$ cat src/rtl/nonogram_pkg.sv
// Shared types and constants for the nonogram job sequencer and its result streamer.
package nonogram_pkg;

    localparam int DIM_W      = 12;
    localparam int CELLS_W    = 24;
    localparam int DEF_ADDR_W = 16;
    localparam int DEF_DATA_W = 13;

    typedef enum logic [1:0] {
        IDLE  = 2'd0,
        LOAD  = 2'd1,
        SOLVE = 2'd2,
        DUMP  = 2'd3
    } seq_state_t;

    localparam logic [1:0] ERR_NONE    = 2'd0;
    localparam logic [1:0] ERR_UNSAT   = 2'd1;
    localparam logic [1:0] ERR_TIMEOUT = 2'd2;
    localparam logic [1:0] ERR_DIMS    = 2'd3;

endpackage

$ cat src/rtl/nonogram_sequencer_result_streamer.sv
// Walks the result region one cell at a time: read a word, then present its bit 0
// on a valid/ready stream until accepted.
module result_streamer
    import nonogram_pkg::*;
#(
    parameter int                ADDR_W      = DEF_ADDR_W,
    parameter logic [ADDR_W-1:0] RESULT_BASE = ADDR_W'(16'h8000)
) (
    input  logic               clk,
    input  logic               rst_n,
    input  logic               start,
    input  logic [CELLS_W-1:0] cells,
    output logic               rd_en,
    output logic [ADDR_W-1:0]  rd_addr,
    input  logic               rd_bit,
    output logic               out_valid,
    output logic               out_data,
    output logic               out_last,
    input  logic               out_ready,
    output logic               done
);

    logic               active_q, active_d;
    logic               pres_q, pres_d;
    logic               fresh_q, fresh_d;
    logic               hold_q, hold_d;
    logic [CELLS_W-1:0] idx_q, idx_d;
    logic [CELLS_W-1:0] last_idx_q, last_idx_d;

    // Stream handshake: a cell transfers on a cycle where out_valid && out_ready;
    // once out_valid rises, out_data and out_last stay fixed until that transfer.
    always_comb begin
        active_d   = active_q;
        pres_d     = pres_q;
        fresh_d    = 1'b0;
        hold_d     = hold_q;
        idx_d      = idx_q;
        last_idx_d = last_idx_q;
        done       = 1'b0;
        if (start) begin
            active_d   = 1'b1;
            pres_d     = 1'b0;
            idx_d      = '0;
            last_idx_d = cells - 1'b1;
        end else if (active_q) begin
            if (!pres_q) begin
                pres_d  = 1'b1;
                fresh_d = 1'b1;
            end else begin
                // The BRAM word is only guaranteed in the first presenting cycle.
                if (fresh_q) hold_d = rd_bit;
                if (out_ready) begin
                    pres_d = 1'b0;
                    if (idx_q == last_idx_q) begin
                        active_d = 1'b0;
                        done     = 1'b1;
                    end else begin
                        idx_d = idx_q + 1'b1;
                    end
                end
            end
        end
    end

    assign rd_en     = active_q && !pres_q;
    assign rd_addr   = rd_en ? RESULT_BASE + ADDR_W'(idx_q) : '0;
    assign out_valid = active_q && pres_q;
    assign out_data  = out_valid && (fresh_q ? rd_bit : hold_q);
    assign out_last  = out_valid && (idx_q == last_idx_q);

    always_ff @(posedge clk or negedge rst_n) begin
        if (!rst_n) begin
            active_q   <= 1'b0;
            pres_q     <= 1'b0;
            fresh_q    <= 1'b0;
            hold_q     <= 1'b0;
            idx_q      <= '0;
            last_idx_q <= '0;
        end else begin
            active_q   <= active_d;
            pres_q     <= pres_d;
            fresh_q    <= fresh_d;
            hold_q     <= hold_d;
            idx_q      <= idx_d;
            last_idx_q <= last_idx_d;
        end
    end

endmodule

$ cat src/rtl/nonogram_sequencer.sv
// Single BRAM master that sequences one nonogram job: parser load, solver run,
// then streaming of the solved cells.
module nonogram_sequencer
    import nonogram_pkg::*;
#(
    parameter int                ADDR_W         = DEF_ADDR_W,
    parameter int                DATA_W         = DEF_DATA_W,
    parameter logic [ADDR_W-1:0] RESULT_BASE    = ADDR_W'(16'h8000),
    parameter int                TIMEOUT_CYCLES = 2**24
) (
    input  logic              clk,
    input  logic              rst_n,
    input  logic              p_write_ready,
    input  logic [DATA_W-1:0] p_assignment,
    input  logic [ADDR_W-1:0] p_bram_index,
    input  logic              p_board_done,
    input  logic [DIM_W-1:0]  p_n,
    input  logic [DIM_W-1:0]  p_m,
    output logic              s_start,
    output logic [DIM_W-1:0]  s_n,
    output logic [DIM_W-1:0]  s_m,
    input  logic              s_req,
    input  logic              s_we,
    input  logic [ADDR_W-1:0] s_addr,
    input  logic [DATA_W-1:0] s_wdata,
    output logic              s_rvalid,
    output logic [DATA_W-1:0] s_rdata,
    input  logic              s_done,
    input  logic              s_unsat,
    output logic              bram_en,
    output logic              bram_we,
    output logic [ADDR_W-1:0] bram_addr,
    output logic [DATA_W-1:0] bram_wdata,
    input  logic [DATA_W-1:0] bram_rdata,
    output logic              out_valid,
    output logic              out_data,
    output logic              out_last,
    input  logic              out_ready,
    output logic              busy,
    output logic [1:0]        err_code,
    output logic              overrun
);

    localparam logic [CELLS_W-1:0] TIMEOUT_LAST = CELLS_W'(TIMEOUT_CYCLES - 1);

    seq_state_t         state_q, state_d;
    logic [1:0]         err_q, err_d;
    logic               overrun_q, overrun_d;
    logic               s_start_q, s_start_d;
    logic               s_rvalid_q, s_rvalid_d;
    logic [DIM_W-1:0]   s_n_q, s_n_d, s_m_q, s_m_d;
    logic [CELLS_W-1:0] cells_q, cells_d, cyc_q, cyc_d;
    logic               stream_start, stream_done, rd_en;
    logic [ADDR_W-1:0]  rd_addr;

    result_streamer #(
        .ADDR_W      (ADDR_W),
        .RESULT_BASE (RESULT_BASE)
    ) u_streamer (
        .clk       (clk),
        .rst_n     (rst_n),
        .start     (stream_start),
        .cells     (cells_q),
        .rd_en     (rd_en),
        .rd_addr   (rd_addr),
        .rd_bit    (bram_rdata[0]),
        .out_valid (out_valid),
        .out_data  (out_data),
        .out_last  (out_last),
        .out_ready (out_ready),
        .done      (stream_done)
    );

    always_comb begin
        state_d      = state_q;
        err_d        = err_q;
        overrun_d    = overrun_q | (p_write_ready && (state_q == SOLVE || state_q == DUMP));
        s_start_d    = 1'b0;
        s_rvalid_d   = (state_q == SOLVE) && s_req && !s_we;
        s_n_d        = s_n_q;
        s_m_d        = s_m_q;
        cells_d      = cells_q;
        stream_start = 1'b0;
        bram_en      = 1'b0;
        bram_we      = 1'b0;
        bram_addr    = '0;
        bram_wdata   = '0;
        case (state_q)
            IDLE, LOAD: begin
                if (p_write_ready) begin
                    bram_en    = 1'b1;
                    bram_we    = 1'b1;
                    bram_addr  = p_bram_index;
                    bram_wdata = p_assignment;
                    if (state_q == IDLE) begin
                        state_d = LOAD;
                        err_d   = ERR_NONE;
                    end
                end
                if (p_board_done) begin
                    s_n_d = p_n;
                    s_m_d = p_m;
                    if (p_n == '0 || p_m == '0) begin
                        err_d   = ERR_DIMS;
                        state_d = IDLE;
                    end else begin
                        cells_d   = CELLS_W'(p_n) * CELLS_W'(p_m);
                        state_d   = SOLVE;
                        s_start_d = 1'b1;
                    end
                end
            end
            SOLVE: begin
                bram_en    = s_req;
                bram_we    = s_req && s_we;
                bram_addr  = s_req ? s_addr : '0;
                bram_wdata = (s_req && s_we) ? s_wdata : '0;
                if (s_done) begin
                    state_d      = DUMP;
                    stream_start = 1'b1;
                end else if (s_unsat) begin
                    err_d   = ERR_UNSAT;
                    state_d = IDLE;
                end else if (cyc_q == TIMEOUT_LAST) begin
                    err_d   = ERR_TIMEOUT;
                    state_d = IDLE;
                end
            end
            default: begin
                bram_en   = rd_en;
                bram_addr = rd_addr;
                if (stream_done) begin
                    err_d   = ERR_NONE;
                    state_d = IDLE;
                end
            end
        endcase
        // The watchdog counts only consecutive SOLVE cycles of the current job.
        cyc_d = (state_q == SOLVE && state_d == SOLVE) ? cyc_q + 1'b1 : '0;
    end

    assign s_start  = s_start_q;
    assign s_n      = s_n_q;
    assign s_m      = s_m_q;
    assign s_rvalid = s_rvalid_q;
    assign s_rdata  = s_rvalid_q ? bram_rdata : '0;
    assign busy     = (state_q != IDLE);
    assign err_code = err_q;
    assign overrun  = overrun_q;

    always_ff @(posedge clk or negedge rst_n) begin
        if (!rst_n) begin
            state_q    <= IDLE;
            err_q      <= ERR_NONE;
            overrun_q  <= 1'b0;
            s_start_q  <= 1'b0;
            s_rvalid_q <= 1'b0;
            s_n_q      <= '0;
            s_m_q      <= '0;
            cells_q    <= '0;
            cyc_q      <= '0;
        end else begin
            state_q    <= state_d;
            err_q      <= err_d;
            overrun_q  <= overrun_d;
            s_start_q  <= s_start_d;
            s_rvalid_q <= s_rvalid_d;
            s_n_q      <= s_n_d;
            s_m_q      <= s_m_d;
            cells_q    <= cells_d;
            cyc_q      <= cyc_d;
        end
    end

endmodule

$ cat config.mk
export PLATFORM = sky130hd
export DESIGN_NAME = nonogram_sequencer
export DESIGN_NICKNAME = d
export VERILOG_FILES = /design/src/rtl/nonogram_pkg.sv /design/src/rtl/nonogram_sequencer_result_streamer.sv /design/src/rtl/nonogram_sequencer.sv
export SDC_FILE = /design/constraint.sdc
export NUM_CORES = 1
export LEC_CHECK = 0
export CORE_UTILIZATION = 35
export CTS_BUF_LIST = sky130_fd_sc_hd__clkbuf_4
export DETAILED_ROUTE_END_ITERATION = 10
export DONT_BUFFER_PORTS = 1
export GPL_TIMING_DRIVEN = 0
export SYNTH_ARGS = -nofsm -noshare
export SYNTH_HDL_FRONTEND = slang
export SYNTH_HIERARCHICAL = 1
export SYNTH_SLANG_ARGS = --single-unit
$ cat constraint.sdc
create_clock -name clk -period 3.75 [get_ports clk]
set_input_delay 0.75 -clock clk [delete_from_list [all_inputs] [get_ports clk]]
set_output_delay 0.75 -clock clk [all_outputs]
set_load 0.02 [all_outputs]
==> results.sh <==
export IMPL_status="finished, violations left"
export IMPL_violations="negative setup slack"
export IMPL_period_minus_slack_ns=4.511
export IMPL_avgSynthCellArea_sq_um=8.771
export IMPL_fin_ws_ns=-0.7608
export IMPL_slowest_delay_ns=0.55
export IMPL_cpLargestDelayFamily="adder cells"
export IMPL_final_cell_mix="nand2_1 (201), inv_1 (146), dfrtp_1 (131)"
export IMPL_power_frac_comb=0.677
export IMPL_drt_iter0_markers=588
export IMPL_final_util=0.4226
export IMPL_design_area_sq_um=13930
export IMPL_cts_root_buf="clkbuf_4"
export IMPL_syn_area_sq_um=11840
export IMPL_clkPwrFrac=0.099
export IMPL_grt_overflow_total=0
export IMPL_tns_ns=-8.346
export IMPL_finalCritPeriodShare=1.203
export IMPL_drc_errors=0
export IMPL_r2r_end="cyc_q[12]"
export IMPL_core_sq_um=32950
export IMPL_synthArstFlopShare=1.000
export IMPL_dpl_instance_area_sq_um=12750
export IMPL_std_cell_rows=66
export IMPL_crit_path_start_kind="primary input"
export IMPL_worst_hold_slack_ns=0.09552
export IMPL_intPower_w=0.005690
export IMPL_clock_skew_ns=0.02700
export IMPL_port_buffers=0
export IMPL_cts_tree="yes"
export IMPL_synth_edf_count=0
export IMPL_cts_sinks=131
export IMPL_gp_congestion=0.8965
export IMPL_rrSetupSlack_ns=0.43
export IMPL_seqPwrFrac=0.224
export IMPL_crit_chain="clkbuf_16, nand2_4, fa_1, fa_1, fa_1, inv_1, fa_1, inv_1, fa_1, inv_2, ha_4, o21a_1, o211ai_1, a31o_2, o21a_1, or4_4, nand3_2"
export IMPL_grt_pass1_wl_um=51230
export IMPL_clk_pin_slew_ns=0.16
export IMPL_cellLeakagePower_nw=6.463
export IMPL_path_class="primary input to flip-flop"
export IMPL_crit_top_cell="fa_1"
export IMPL_crit_required_ns=4.24
export IMPL_synth_ff_latch_count=131
export IMPL_tightestPinTransition_ns=0.7072
export IMPL_r2r_cells=14
export IMPL_grt_antenna_before_repair=3
export IMPL_drv_cap=0
export IMPL_initial_core_util=0.3594
export IMPL_ant_nets=0
export IMPL_layout_drive_gt1_share=0.1903
export IMPL_rsz0062_at_grt="true"
export IMPL_yosysUniqueCellTypes=69
export IMPL_vias_per_cell=5.167
export IMPL_vias=9631
export IMPL_switchingPower_w=0.005342
export IMPL_p_per_area_nw_per_um2=792.2
export IMPL_switching_share=0.4842
export IMPL_first_pass_iters=7
export IMPL_fmax_mhz=221.7
export IMPL_mostFrequentLayoutCell="nand2_1"
export IMPL_io_pins=181
export IMPL_cts_max_level=4
export IMPL_avgRoutedWirePerCell_um=17.20
export IMPL_syn_inst=1350
export IMPL_yosys_most_used_dff="dfrtp_1"
export IMPL_worst_hold_path_type="primary input to async pin"
export IMPL_end_kind="flip-flop"
export IMPL_rr_startpoint="state_q[1]"
export IMPL_ir_drop_mv=0.4660
export IMPL_fp_dieW_um=185.9
export IMPL_dp_slack_ns=-1.533
export IMPL_grt_pass1_vias=9943
export IMPL_synth_largest_area_cell="dfrtp_1"
export IMPL_synthTopCellsByArea="dfrtp_1 (28%), fa_1 (17%), nand2_1 (7.1%)"
export IMPL_arrival_ns=5.00
export IMPL_synth_seq_area_share=0.2768
export IMPL_drv_slew=0
export IMPL_clk_latency_ns=0.58
export IMPL_setup_viol=15
export IMPL_cts_buffers=17
export IMPL_design_die_area_sq_um=34570
export IMPL_slew_headroom=0.5286
export IMPL_hpwl_um=24090
export IMPL_gr_usage_all_layers=0.1909
export IMPL_slowest_stage="fa_1"
export IMPL_path_buf_inv=4
export IMPL_fp_dieH_um=185.9
export IMPL_nets=1675
export IMPL_yosys_warnings=6
export IMPL_synth_net_count=1619
export IMPL_cp_max_fo=10
export IMPL_syn2layout_area_growth_pct=17.60
export IMPL_clock_path_buffers=2
export IMPL_synth_top_area_share=0.2768
export IMPL_grt_start_max_net_pins=132
export IMPL_finalHoldViolCount=0
export IMPL_drt_wl_total_um=32060
-- how the worst max path moves through the flow --
stage                     startpoint  cells past startpoint           to
after floorplan               p_m[6]                     18  cells_q[20]
after global placement        p_n[0]                     17  cells_q[20]
after detailed placement      p_n[0]                     17  cells_q[20]
after CTS                     p_m[6]                     18  cells_q[20]
after global routing         p_m[11]                     17  cells_q[22]
final                         p_m[4]                     17  cells_q[20]
-- registers in the layout, summed over array words and instances, names as in the netlist --
| register | count |
|---|---|
| cells_q | 24 |
| cyc_q | 24 |
| err_code | 2 |
| overrun | 1 |
| s_m | 12 |
| s_n | 12 |
| s_rvalid | 1 |
| s_start | 1 |
| state_q | 2 |
| u_streamer/active_q | 1 |
| u_streamer/fresh_q | 1 |
| u_streamer/hold_q | 1 |
| u_streamer/idx_q | 24 |
| u_streamer/last_idx_q | 24 |
| u_streamer/pres_q | 1 |
-- power by group through the flow --
stage / Sequential, W / Combinational [W] / Clock (W)
6_report: 0.00247 / 0.00747 / 0.00109
5_1_grt: 0.00254 / 0.00825 / 0.00118
4_1_cts: 0.00247 / 0.00659 / 0.00113
3_5_place_dp: 0.00250 / 0.00558 / 0
3_3_place_gp: 0.00249 / 0.00553 / 0
2_1_floorplan: 0.00237 / 0.00453 / 0
-- timing repair --
action,in CTS,in global routing
gates resized for setup,78,64
cloned,0,1
hold buffers,1,0
endpoints found under the hold margin,131,0
pin swaps,65,55
endpoints found under the setup margin,15,34
setup buffers,23,13
-- cell usage after synthesis, types with 9 or more instances --
master / n
nor2_1: 84
a22o_1: 13
nor4_1: 15
dfrtp_1: 131
and3_1: 9
inv_1: 164
o31ai_1: 11
nor3_1: 14
xnor2_1: 31
a21oi_1: 49
nand3_1: 28
nor2b_1: 13
and2_1: 88
clkbuf_1: 46
fa_1: 100
nand2_1: 225
nand4_1: 20
xor2_1: 55
ha_1: 65
o21ai_0: 28
a222oi_1: 16
nor2_2: 14
-- stage by stage --
step	total power, W	std cells
2_1_floorplan	0.006898	1350
3_3_place_gp	0.008028	1792
3_5_place_dp	0.008075	1792
5_1_grt	0.01197	1864
6_report	0.01103	1864
4_1_cts	0.01020	1848
-- layer usage --
layer | up-vias | track usage | wire length [um]
met5 | - | 0 | 0
met4 | 0 | 0.06098 | 867
met3 | 63 | 0.04813 | 2311
met2 | 384 | 0.3312 | 15410
met1 | 4652 | 0.2300 | 13470
li1 | 4532 | - | -
-- kinds of logic after synthesis --
kind of cell,after synthesis,synth area share
AOI/OAI and AO/OA,168,0.09616
xor gates and xnor gates,86,0.06361
adders and majority gates,165,0.2377
buffers and inverters,231,0.07946
DFF,131,0.2768
muxes,11,0.01078
and+or+nand+nor,558,0.2354
-- area by class of cell --
type                    count  area (sq um)
flip-flops and latches    131          3278
diodes                      3         7.507
inverters                 165         619.3
multi-input cells         988          8164
plain buffers              66         655.6
fillers                  3192         19020
clock inverters            15         185.2
repair buffers             37         335.3
well taps                 442         553.0
clock buffers              17         127.6
Note: power is estimated with default switching activity, not from simulation.
